--- src/rtl/if_id_stage.sv ---
// ----------------------------------------------------------------------------
// if_id_stage
//
// IF/ID pipeline boundary of the 32-bit MIPS core. It sits between Fetch and
// Decode/Execute.
//
// Each fetched instruction and its PC+4 are captured in a 2-entry skid buffer.
// The head entry is presented to Decode with its fields already split out.
// The stage also does three control jobs:
//   - it detects load-use hazards against the instruction in ID/EX,
//   - it discards wrong-path instructions when a flush arrives,
//   - it drives PCWrite back to Fetch, which holds its PC while the buffer is
//     full.
//
// Optional build macro:
//   IFID_PERF_CNT_EN - adds the saturating performance counters stall_cnt,
//                      hazard_cnt and flush_cnt.
//
// Ports:
//   clk            core clock, rising edge
//   reset          asynchronous, active-low reset
//   in_valid       Fetch presents a valid instruction
//   in_inst        fetched instruction
//   in_pc4         PC+4 of that instruction
//   in_ready       buffer can accept a push this cycle
//   PCWrite        PC update enable to Fetch (same as in_ready)
//   flush          taken branch/jump resolved; drop everything held/arriving
//   idex_mem_read  instruction in ID/EX is a load
//   idex_rt        destination register of that load
//   out_ready      Decode can accept the head entry
//   out_valid      head entry valid
//   out_inst       head instruction (NOP_INST when empty)
//   out_pc4        head PC+4 (0 when empty)
//   out_opcode/out_rs/out_rt/out_rd/out_funct/out_imm
//                  field slices of out_inst
//   bubble         Decode must insert a NOP into ID/EX this cycle
//   stall_cnt/hazard_cnt/flush_cnt (IFID_PERF_CNT_EN only)
//                  saturating event counters
// ----------------------------------------------------------------------------
module if_id_stage #(
  parameter int              XLEN     = 32,
  parameter logic [XLEN-1:0] NOP_INST = 32'h00000000,
  parameter int              CNT_W    = 16
) (
  input  logic             clk,
  input  logic             reset,
  input  logic             in_valid,
  input  logic [XLEN-1:0]  in_inst,
  input  logic [XLEN-1:0]  in_pc4,
  output logic             in_ready,
  output logic             PCWrite,
  input  logic             flush,
  input  logic             idex_mem_read,
  input  logic [4:0]       idex_rt,
  input  logic             out_ready,
  output logic             out_valid,
  output logic [XLEN-1:0]  out_inst,
  output logic [XLEN-1:0]  out_pc4,
  output logic [5:0]       out_opcode,
  output logic [4:0]       out_rs,
  output logic [4:0]       out_rt,
  output logic [4:0]       out_rd,
  output logic [5:0]       out_funct,
  output logic [15:0]      out_imm,
`ifdef IFID_PERF_CNT_EN
  output logic [CNT_W-1:0] stall_cnt,
  output logic [CNT_W-1:0] hazard_cnt,
  output logic [CNT_W-1:0] flush_cnt,
`endif
  output logic             bubble
);

  localparam int DEPTH = 2;

  // --------------------------------------------------------------------------
  // Storage and bookkeeping
  // --------------------------------------------------------------------------
  logic [XLEN-1:0] instMem [DEPTH];
  logic [XLEN-1:0] pc4Mem  [DEPTH];

  logic       headPtrReg;
  logic       tailPtrReg;
  logic [1:0] countReg;
  logic [1:0] countNext;

  logic isFull;
  logic isEmpty;
  logic hazard;
  logic push;
  logic pop;

  assign isFull  = (countReg == 2'd2);
  assign isEmpty = (countReg == 2'd0);

  // Gating with reset makes the outputs drop the moment reset asserts. The
  // asynchronous clear of countReg does the same, so this is belt and braces.
  assign in_ready  = reset & ~isFull;
  assign PCWrite   = in_ready;
  assign out_valid = reset & ~isEmpty;

  // The head is read straight from the storage registers. Nothing in the input
  // path reaches out_* without first passing through a clock edge.
  assign out_inst = out_valid ? instMem[headPtrReg] : NOP_INST;
  assign out_pc4  = out_valid ? pc4Mem[headPtrReg]  : '0;

  // The field outputs are pure slices, so an empty buffer decodes as the NOP.
  assign out_opcode = out_inst[31:26];
  assign out_rs     = out_inst[25:21];
  assign out_rt     = out_inst[20:16];
  assign out_rd     = out_inst[15:11];
  assign out_funct  = out_inst[5:0];
  assign out_imm    = out_inst[15:0];

  // --------------------------------------------------------------------------
  // Load-use hazard
  // --------------------------------------------------------------------------
  // $0 can never carry a dependency, so a load into $0 does not stall.
  assign hazard = out_valid & idex_mem_read & (idex_rt != 5'd0) &
                  ((idex_rt == out_rs) | (idex_rt == out_rt));
  assign bubble = hazard;

  // --------------------------------------------------------------------------
  // Handshakes
  // --------------------------------------------------------------------------
  // A flush kills both directions. The same-cycle push is dropped, and no pop
  // is reported, because the head is wrong-path as well.
  assign push = in_valid & in_ready & ~flush;
  assign pop  = out_valid & out_ready & ~hazard & ~flush;

  always_comb begin
    countNext = countReg;
    unique case ({push, pop})
      2'b10:   countNext = countReg + 2'd1;
      2'b01:   countNext = countReg - 2'd1;
      default: countNext = countReg;  // idle, or push+pop (net zero)
    endcase
  end

  always_ff @(posedge clk or negedge reset) begin
    if (!reset) begin
      countReg   <= 2'd0;
      headPtrReg <= 1'b0;
      tailPtrReg <= 1'b0;
    end else if (flush) begin
      countReg   <= 2'd0;
      headPtrReg <= 1'b0;
      tailPtrReg <= 1'b0;
    end else begin
      countReg <= countNext;
      // With a depth of two, pointer wrap is a single-bit toggle.
      if (push) tailPtrReg <= ~tailPtrReg;
      if (pop)  headPtrReg <= ~headPtrReg;
    end
  end

  // --------------------------------------------------------------------------
  // Entry registers: one writer per slot, selected by the tail pointer.
  // On push+pop the new entry lands in the other slot, behind the old head.
  // --------------------------------------------------------------------------
  generate
    for (genvar gi = 0; gi < DEPTH; gi++) begin : gEntry
      always_ff @(posedge clk or negedge reset) begin
        if (!reset) begin
          instMem[gi] <= '0;
          pc4Mem[gi]  <= '0;
        end else if (push && (tailPtrReg == 1'(gi))) begin
          instMem[gi] <= in_inst;
          pc4Mem[gi]  <= in_pc4;
        end
      end
    end
  endgenerate

`ifdef IFID_PERF_CNT_EN
  // --------------------------------------------------------------------------
  // Performance counters (saturating at all-ones)
  // --------------------------------------------------------------------------
  logic [CNT_W-1:0] stallCntReg;
  logic [CNT_W-1:0] hazardCntReg;
  logic [CNT_W-1:0] flushCntReg;

  logic stallEvent;
  logic flushEvent;

  assign stallEvent = in_valid & ~in_ready;
  // Only flushes that actually discard something are counted: either held
  // entries, or an instruction that would otherwise have been pushed.
  assign flushEvent = flush & (~isEmpty | (in_valid & in_ready));

  always_ff @(posedge clk or negedge reset) begin
    if (!reset) begin
      stallCntReg  <= '0;
      hazardCntReg <= '0;
      flushCntReg  <= '0;
    end else begin
      if (stallEvent && (stallCntReg != '1))
        stallCntReg <= stallCntReg + CNT_W'(1);
      if (hazard && (hazardCntReg != '1))
        hazardCntReg <= hazardCntReg + CNT_W'(1);
      if (flushEvent && (flushCntReg != '1))
        flushCntReg <= flushCntReg + CNT_W'(1);
    end
  end

  assign stall_cnt  = stallCntReg;
  assign hazard_cnt = hazardCntReg;
  assign flush_cnt  = flushCntReg;
`endif

endmodule

--- config.mk ---
export PLATFORM = sky130hd
export DESIGN_NAME = if_id_stage
export DESIGN_NICKNAME = d
export VERILOG_FILES = /design/src/rtl/if_id_stage.sv
export SDC_FILE = /design/constraint.sdc
export NUM_CORES = 1
export LEC_CHECK = 0
export BUFFER_PORTS_ARGS = -buffer_cell sky130_fd_sc_hd__buf_4
export CAP_MARGIN = 20
export CORE_ASPECT_RATIO = 0.5
export CORE_MARGIN = 2
export CORE_UTILIZATION = 25
export CTS_CLUSTER_SIZE = 28
export DETAILED_ROUTE_END_ITERATION = 12
export GPL_TIMING_DRIVEN = 1
export SLEW_MARGIN = 5
export SYNTH_ARGS = -nofsm -noshare
export SYNTH_HDL_FRONTEND = slang
export SYNTH_SLANG_ARGS = --single-unit
--- constraint.sdc ---
create_clock -name clk -period 2.6 [get_ports clk]
set_clock_uncertainty 0.2 [all_clocks]
set_input_delay 0.13 -clock clk [delete_from_list [all_inputs] [get_ports clk]]
set_output_delay 0.13 -clock clk [all_outputs]
set_load 0.01 [all_outputs]
==> impl_metrics.env, run 1 <==
export IMPL_outcome="complete, but fails checks"
export IMPL_violations="negative hold slack"
export IMPL_grt_pass1_wl_microns=26300
export IMPL_vias=4606
export IMPL_final_setup_tns_ns=0
export IMPL_insertion_delay_ns=0.42
export IMPL_layout_nets=803
export IMPL_layout_min_cycle_time_ns=2.45
export IMPL_cp_slowest_cell="dfrtp_1"
export IMPL_power_total_uw=7160
export IMPL_drive_gt1_frac=0.509
export IMPL_antenna_found_initial=0
export IMPL_avgSynthCellArea_sq_um=12.8
export IMPL_drt_iter0_drc=123
export IMPL_wl_per_cell_microns=15.3
export IMPL_synth_commonest_cells="dfrtp_1, mux2_2, nor2_1, mux2i_1, buf_4"
export IMPL_critPathTopFamily="simple AND/OR/NAND/NOR gates"
export IMPL_critPathKind="flip-flop to output port"
export IMPL_tightest_slew_ns=0.849
export IMPL_synthFlopType="dfrtp_1"
export IMPL_grtUsageTotal=0.124
export IMPL_cts_hold_buf=68
export IMPL_hold_viol=67
export IMPL_ir_drop_v=0.000438
export IMPL_instances_no_fill=1085
export IMPL_placed_cells=981
export IMPL_syn_inst=510
export IMPL_power_density_mw_per_mm2=768
export IMPL_synth_top_cell_area_share=0.504
export IMPL_yosysSeqAreaShare=0.504
export IMPL_drt_total_wl_microns=16700
export IMPL_setup_viol=0
export IMPL_grt_start_max_net_pins=66
export IMPL_finalCritPeriodShare=0.941
export IMPL_cts_tree="built"
export IMPL_r2r_slack_ns=0.35
export IMPL_gp_congestion=0.763
export IMPL_coreArea_sq_mm=0.0254
export IMPL_crit_top_cell="buf_4"
export IMPL_die_x_microns=233
export IMPL_yosysMostFrequentCell="dfrtp_1"
export IMPL_grt_ovfl_total=0
export IMPL_viasPerCell=4.25
export IMPL_syn_nets=585
export IMPL_io_buffers=185
export IMPL_syn_to_final_growth_pct=42.3
export IMPL_root_buffer="clkbuf_16"
export IMPL_worstPathArrival_ns=2.12
export IMPL_synth_area_leaders="dfrtp_1, mux2_2, mux2i_1"
export IMPL_clock_path_buffers=2
export IMPL_num_io_pins=186
export IMPL_clkTransAtPathRegs_ns=0.06
export IMPL_numCtsBuffers=17
export IMPL_synthArstFlopShare=1.00
export IMPL_die_area_sq_mm=0.0276
export IMPL_hold_ws_ns=-0.663
export IMPL_end_kind="output port"
export IMPL_min_path_type="input pin to async pin"
export IMPL_leakage_uw=0.00420
export IMPL_htreeDepth=4
export IMPL_cts_sinks=132
export IMPL_yosys_warnings=0
export IMPL_fmax_mhz=409
export IMPL_synthesis_area_sq_mm=0.00655
export IMPL_post_dp_cell_area_sq_mm=0.00800
export IMPL_crit_fanout=10
export IMPL_synth_edf_count=0
export IMPL_worstPathRequired_ns=2.27
export IMPL_fp_dieH_microns=118
export IMPL_slowest_delay_ns=0.46
export IMPL_grt_pass1_vias=4961
export IMPL_fin_area_sq_mm=0.00932
export IMPL_path_buf_inv=3
export IMPL_synth_top_area_cell="dfrtp_1"
export IMPL_crit_chain="o21ai_4 > buf_4 > inv_1 > o211ai_2 > nor3_2 > nand4_2 > nand2_1 > buf_4"
export IMPL_num_antenna_cells=0
export IMPL_synthDistinctLibCells=33
export IMPL_ant_nets=0
export IMPL_dp_final_hpwl_microns=11700
export IMPL_first_pass_iters=4
export IMPL_drc_errors=0
export IMPL_rows=41
export IMPL_start_util=0.257
export IMPL_worstSetupStartpointType="flip-flop"
export IMPL_maxCapViolations=0
export IMPL_relSlewSlack=0.434
export IMPL_synth_seq_cells=132
export IMPL_drv_slew=0
==> worst paths after layout <==
path / start / to / depth (start not counted)
max: countReg[0] / bubble / 8
min: reset / countReg[0] / 1
max reg2reg: countReg[0] / countReg[0] / 8
min reg2reg: instMem[33] / instMem[33] / 1
max in group asynchronous: reset / instMem[15] / 3
min in group clk: reset / countReg[1] / 4
==> registers in the layout, summed over array words and instances (netlist names) <==
signal,flops
instMem,64
pc4Mem,64
countReg,2
headPtrReg,1
tailPtrReg,1
==> final cells by class <==
cell class	count	area (sq um)
Clock buffer	17	425
Inverter	1	3.75
Timing Repair Buffer	271	2280
Sequential cell	132	3310
Fill cell	2520	16100
Multi-Input combinational cell	305	2730
Clock inverter	15	145
Tap cell	344	430
==> cell usage in the layout, fill, tap and decap left out, types with 2 or more instances in the layout <==
| cell type | Yosys | layout |
|---|---|---|
| mux2_2 | 123 | 123 |
| buf_6 | 6 | 3 |
| clkinvlp_4 | 0 | 2 |
| clkbuf_16 | 0 | 17 |
| xnor2_1 | 4 | 4 |
| mux2i_1 | 64 | 59 |
| xor2_1 | 3 | 3 |
| nor4b_2 | 2 | 2 |
| mux2_1 | 7 | 7 |
| clkinv_4 | 0 | 4 |
| mux2i_2 | 0 | 5 |
| clkinv_2 | 0 | 2 |
| buf_12 | 1 | 5 |
| o21ai_0 | 2 | 2 |
| dlygate4sd3_1 | 0 | 68 |
| buf_4 | 45 | 195 |
| dfrtp_1 | 132 | 131 |
| nand2b_1 | 2 | 2 |
| inv_6 | 0 | 5 |
| o21a_1 | 4 | 4 |
| nor3_1 | 8 | 7 |
| nor2_1 | 68 | 68 |
| and2b_2 | 2 | 2 |
| nand4_2 | 3 | 3 |
| nand2_1 | 2 | 2 |
==> timing repair <==
action	4_1_cts	5_1_grt
endpoints found under the setup margin	1	1
buffers inserted	3	1
hold endpoints to repair	199	67
resized for setup	2	6
pin swaps	0	1
==> report_power, final <==
| part | internal (uW) | switching [uW] | leakage [uW] |
|---|---|---|---|
| registers | 2700 | 325 | 0.00162 |
| logic | 1070 | 745 | 0.00230 |
| clock network | 1340 | 981 | 0.000277 |
==> per-stage QoR <==
stage          hold slack (ns)  utilization  setup WS, ns
2_1_floorplan           -0.366            -         0.511
3_3_place_gp            -0.235        0.314         0.251
3_5_place_dp            -0.229        0.314         0.200
4_1_cts                 -0.685        0.365        0.0107
5_1_grt                 -0.684        0.366      -0.00695
6_report                -0.663        0.366         0.153
==> routing by layer <==
layer | vias to the layer above | global-route usage | part of all wire
met1 | 2369 | 0.144 | 0.43
met4 | 0 | 0.0510 | 0.025
li1 | 2165 | - | -
met3 | 21 | 0.0282 | 0.026
met5 | - | 0 | 0
met2 | 51 | 0.219 | 0.52
==> cell families after synthesis <==
family	synth area share
xor gates and xnor gates	0.00936
DFF	0.504
muxes	0.321
buffers and inverters	0.0841
AOI/OAI and AO/OA	0.0122
and+or+nand+nor	0.0684
Power figures use the tool's default switching activity.
==> run 2, diff against run 1 <==
Settings changed: CORE_ASPECT_RATIO 0.5 to 0.8.
==> impl_metrics.env, run 2 (same netlist as run 1, synthesis figures left out) <==
export IMPL_power_density_mw_per_mm2=785
export IMPL_worstSetupStartpointType="flip-flop"
export IMPL_die_x_microns=185
export IMPL_rsz0062_at_grt="no"
export IMPL_crit_fanout=6
export IMPL_drv_slew=0
export IMPL_htreeDepth=4
export IMPL_top_regs="instMem x64, pc4Mem x64, countReg x2"
export IMPL_worstPathRequired_ns=2.27
export IMPL_layout_common_cells="buf_4, dfrtp_1, mux2_2"
export IMPL_setup_viol=0
export IMPL_rr_worst_depth=7
export IMPL_whs_path_depth=5
export IMPL_path_buf_inv=2
export IMPL_gp_congestion=0.725
export IMPL_cts_tree="built"
export IMPL_worstPathArrival_ns=2.15
export IMPL_viasPerCell=4.19
export IMPL_start_util=0.257
export IMPL_ant_nets=0
export IMPL_layout_nets=802
export IMPL_hold_viol=0
export IMPL_dp_final_hpwl_microns=10500
export IMPL_grt_pass1_vias=4715
export IMPL_dp_slack_ns=0.254
export IMPL_drt_total_wl_microns=16200
export IMPL_first_pass_iters=4
export IMPL_outcome="complete, no violations"
export IMPL_drive_gt1_frac=0.503
export IMPL_end_kind="output port"
export IMPL_clkTransAtPathRegs_ns=0.06
export IMPL_grtUsageTotal=0.122
export IMPL_leakage_uw=0.00422
export IMPL_cp_depth=7
export IMPL_slowest_delay_ns=0.49
export IMPL_fin_area_sq_mm=0.00939
export IMPL_wl_per_cell_microns=14.9
export IMPL_critPathKind="flip-flop to output port"
export IMPL_finalCritPeriodShare=0.953
export IMPL_clock_path_buffers=2
export IMPL_post_dp_cell_area_sq_mm=0.00799
export IMPL_r2r_slack_ns=0.25
export IMPL_drc_errors=0
export IMPL_final_setup_tns_ns=0
export IMPL_maxCapViolations=0
export IMPL_ir_drop_v=0.000515
export IMPL_fmax_mhz=403
export IMPL_fp_dieH_microns=149
export IMPL_grt_ovfl_total=0
export IMPL_coreArea_sq_mm=0.0255
export IMPL_vias=4570
export IMPL_drt_iter0_drc=102
export IMPL_relSlewSlack=0.559
export IMPL_grt_pass1_wl_microns=25700
export IMPL_insertion_delay_ns=0.43
export IMPL_numCtsBuffers=17
export IMPL_syn_to_final_growth_pct=43.4
export IMPL_crit_chain="buf_12 > mux2i_2 > nor3_1 > nor4b_2 > nand4_2 > nand2_1 > buf_4"
export IMPL_critPathTopFamily="simple AND/OR/NAND/NOR gates"
export IMPL_layout_min_cycle_time_ns=2.48
export IMPL_antenna_found_initial=0
export IMPL_mostFrequentLayoutCell="buf_4"
export IMPL_cp_slowest_cell="dfrtp_4"
export IMPL_instances_no_fill=1091
export IMPL_tightest_slew_ns=0.662
export IMPL_num_io_pins=186
export IMPL_die_area_sq_mm=0.0275
export IMPL_io_buffers=185
export IMPL_placed_cells=985
export IMPL_fin_util=0.368
export IMPL_min_path_type="input pin to flip-flop"
export IMPL_rows=52
export IMPL_root_buffer="clkbuf_16"
export IMPL_cts_sinks=132
export IMPL_num_antenna_cells=0
export IMPL_fin_ws_ns=0.121
export IMPL_grt_start_max_net_pins=123
[run 2: layer usage]
| metal | track usage | share of wire | vias to the layer above |
|---|---|---|---|
| li1 | - | - | 2178 |
| met1 | 0.157 | 0.47 | 2257 |
| met2 | 0.188 | 0.46 | 124 |
| met3 | 0.0486 | 0.068 | 11 |
| met4 | 0.0369 | 0.0088 | 0 |
| met5 | 0 | 0 | - |
[run 2: timing repair]
action | in CTS | in global routing
endpoints found under the hold margin | 264 | 0
setup endpoints to repair | 60 | 1
resized for setup | 1 | 6
cloned | 1 | 0
buffers inserted | 0 | 3
pin swaps | 1 | 1
hold buffers | 70 | 0
[run 2: path summary, 6_finish.rpt]
kind,startpoint,to
setup / recovery,headPtrReg,bubble
hold / removal,idex_rt[3],countReg[1]
setup reg to reg,countReg[0],instMem[41]
hold reg to reg,instMem[33],instMem[33]
max in group asynchronous,reset,instMem[49]
min in group asynchronous,reset,tailPtrReg
[run 2: area by class of cell]
cell class / instances / area [sq um]
well taps: 351 / 439
repair buffers: 269 / 2280
flip-flops and latches: 132 / 3310
inverters: 1 / 3.75
clock buffers: 19 / 443
clock inverters: 13 / 183
fillers: 2530 / 16100
multi-input cells: 306 / 2730
[run 2: power by group]
group | internal, uW | switching (uW) | total [uW]
registers | 2700 | 317 | 3020
logic | 1070 | 741 | 1810
clock network | 1630 | 919 | 2550
[run 2: tightest hold or removal path: stages]
cell	delay (ns)
buf_4	0.11
xnor2_1	0.08
nand4_2	0.10
a31oi_1	0.09
a21boi_0	0.12
[run 2: through the flow]
step                      hold WS [ns]  power (uW)
after global placement          -0.229        4720
final                           0.0428        7370
after global routing            0.0702        7820
after CTS                       0.0233        7460
after floorplan                 -0.366        4180
after detailed placement        -0.229        4750
==> run 3, diff against run 2 <==
Settings changed: ABC_AREA from default to 1, CORE_UTILIZATION 25 to 53, PLACE_DENSITY from default to 0.81.
==> impl_metrics.env, run 3 <==
export IMPL_route_met3_wl_microns=1100
export IMPL_drive_gt1_frac=0.206
export IMPL_synth_top_area_cell="dfrtp_1"
export IMPL_slowest_delay_ns=0.41
export IMPL_synth_commonest_cells="nand2_1, inv_1, dfrtp_1, o21ai_0, buf_4"
export IMPL_synth_area_leaders="dfrtp_1, nand2_1, o21ai_0"
export IMPL_maxCapViolations=0
export IMPL_fp_dieH_microns=105
export IMPL_syn_inst=948
export IMPL_worstSetupStartpointType="flip-flop"
export IMPL_yosysMostFrequentCell="nand2_1"
export IMPL_fin_util=0.756
export IMPL_wl_met1_microns=7470
export IMPL_drv_slew=0
export IMPL_crit_fanout=10
export IMPL_drc_errors=0
export IMPL_synthesis_area_sq_mm=0.00676
export IMPL_r2r_slack_ns=0.32
export IMPL_syn_to_final_growth_pct=37.6
export IMPL_top_regs="instMem x64, pc4Mem x64, countReg x2"
export IMPL_insertion_delay_ns=0.41
export IMPL_numCtsBuffers=17
export IMPL_layout_nets=1214
export IMPL_grtUsageTotal=0.259
export IMPL_num_io_pins=186
export IMPL_leakage_uw=0.00558
export IMPL_ant_nets=0
export IMPL_end_kind="output port"
export IMPL_synthFlopType="dfrtp_1"
export IMPL_critPathKind="flip-flop to output port"
export IMPL_finalCritPeriodShare=0.933
export IMPL_viasPerCell=4.83
export IMPL_antenna_found_initial=0
export IMPL_fmax_mhz=412
export IMPL_gp_congestion=0.855
export IMPL_worstPathArrival_ns=2.10
export IMPL_cts_tree="built"
export IMPL_setup_viol=0
export IMPL_worstPathRequired_ns=2.27
export IMPL_crit_chain="nor2_1 > nor2_2 > nand3_1 > nand2_1 > nor2_1 > nand3_1 > nand2_1 > nand2_2 > inv_1 > buf_4"
export IMPL_post_cts_setup_buffers=0
export IMPL_drt_total_wl_microns=17400
export IMPL_clkTransAtPathRegs_ns=0.06
export IMPL_vias=6384
export IMPL_rows=36
export IMPL_met2_wirelength_microns=8550
export IMPL_path_buf_inv=2
export IMPL_grt_pass1_wl_microns=28300
export IMPL_cts_sinks=132
export IMPL_io_buffers=185
export IMPL_ir_drop_v=0.000560
export IMPL_tightest_slew_ns=0.881
export IMPL_synth_seq_cells=132
export IMPL_dp_final_hpwl_microns=10400
export IMPL_highest_layer="met4"
export IMPL_coreArea_sq_mm=0.0123
export IMPL_outcome="complete, no violations"
export IMPL_hold_viol=0
export IMPL_drt_iter0_drc=627
export IMPL_die_area_sq_mm=0.0137
export IMPL_grt_ovfl_total=0
export IMPL_layout_min_cycle_time_ns=2.43
export IMPL_relSlewSlack=0.413
export IMPL_synth_edf_count=0
export IMPL_yosysSeqAreaShare=0.489
export IMPL_avgSynthCellArea_sq_um=7.13
export IMPL_syn_nets=1023
export IMPL_yosys_warnings=0
export IMPL_die_x_microns=130
export IMPL_layout_common_cells="nand2_1, buf_4, inv_1"
export IMPL_min_path_type="input pin to flip-flop"
export IMPL_clock_path_buffers=2
export IMPL_synthDistinctLibCells=19
export IMPL_root_buffer="clkbuf_16"
export IMPL_final_setup_tns_ns=0
export IMPL_cp_slowest_cell="dfrtp_1"
export IMPL_wl_per_cell_microns=13.2
export IMPL_first_pass_iters=5
export IMPL_synth_top_cell_area_share=0.489
export IMPL_mostFrequentLayoutCell="nand2_1"
export IMPL_grt_pass1_vias=6145
export IMPL_grt_start_max_net_pins=129
export IMPL_start_util=0.549
export IMPL_htreeDepth=4
export IMPL_critPathTopFamily="simple AND/OR/NAND/NOR gates"
export IMPL_rsz0062_at_grt="no"
export IMPL_num_antenna_cells=0
export IMPL_synthArstFlopShare=1.00
export IMPL_power_density_mw_per_mm2=710
==> run 3: cell count changes after synthesis, sizes merged, moves of 7 or more <==
cell	delta
nand2	+414
o21ai	+128
nand3	+12
nor3	-8
mux2	-130
nor2	-57
inv	+142
mux2i	-64
clkbuf	+28
buf	-7
==> run 3: logic make-up (layout without fill, tap and decap cells) <==
| logic type | count (synthesis) | after routing | synth area share |
|---|---|---|---|
| DFF | 132 | 132 | 0.489 |
| xor gates and xnor gates | 2 | 2 | 0.00259 |
| buffers and inverters | 236 | 438 | 0.157 |
| AOI/OAI and AO/OA | 133 | 133 | 0.0987 |
| and+or+nand+nor | 445 | 446 | 0.252 |
==> run 3: timing repair <==
| item | in CTS | in global routing |
|---|---|---|
| gates resized for setup | 0 | 1 |
| setup endpoints to repair | 0 | 21 |
| endpoints found under the hold margin | 264 | 0 |
| hold buffers | 68 | 0 |
==> run 3: through the flow <==
step | power [uW] | area, sq um | cells | hold slack, ns | setup slack, ns
after global routing | 6980 | 9290 | 1322 | 0.105 | 0.0115
after CTS | 6630 | 9280 | 1321 | 0.0630 | 0.0742
final | 6600 | 9290 | 1322 | 0.0811 | 0.173
after floorplan | 3560 | 6760 | 948 | -0.366 | 0.704
after detailed placement | 3990 | 7980 | 1222 | -0.281 | 0.379
after global placement | 3930 | 7980 | 1222 | -0.280 | 0.542
==> run 3: path summary, 6_finish.rpt <==
kind / from / end / depth (start not counted)
setup / recovery: countReg[1] / bubble / 10
hold / removal: out_ready / countReg[1] / 6
setup reg to reg: countReg[1] / countReg[1] / 13
hold reg to reg: instMem[15] / instMem[15] / 2
max in group asynchronous: reset / instMem[60] / 4
min in group asynchronous: reset / pc4Mem[23] / 3
==> run 3: where the power goes <==
part | switching, uW | internal, uW
combinational | 691 | 571
sequential | 264 | 2550
clock | 908 | 1620
==> run 3: cell type report <==
| cell class | instances | area, sq um |
|---|---|---|
| Clock buffer | 17 | 425 |
| Clock inverter | 14 | 201 |
| Fill cell | 936 | 3000 |
| Inverter | 143 | 537 |
| Multi-Input combinational cell | 581 | 2410 |
| Sequential cell | 132 | 3300 |
| Tap cell | 171 | 214 |
| Timing Repair Buffer | 264 | 2200 |
==> run 3: metal layers <==
metal,GRT usage,up-vias
li1,-,3171
met1,0.333,2939
met2,0.426,251
met3,0.0635,23
met4,0.0868,0
met5,0,-
==> run 3: worst min-delay path, delay by kind of cell <==
| family | cells | cell delay (ns) |
|---|---|---|
| AND/OR/NAND/NOR | 5 | 0.41 |
| buffers and inverters | 1 | 0.11 |
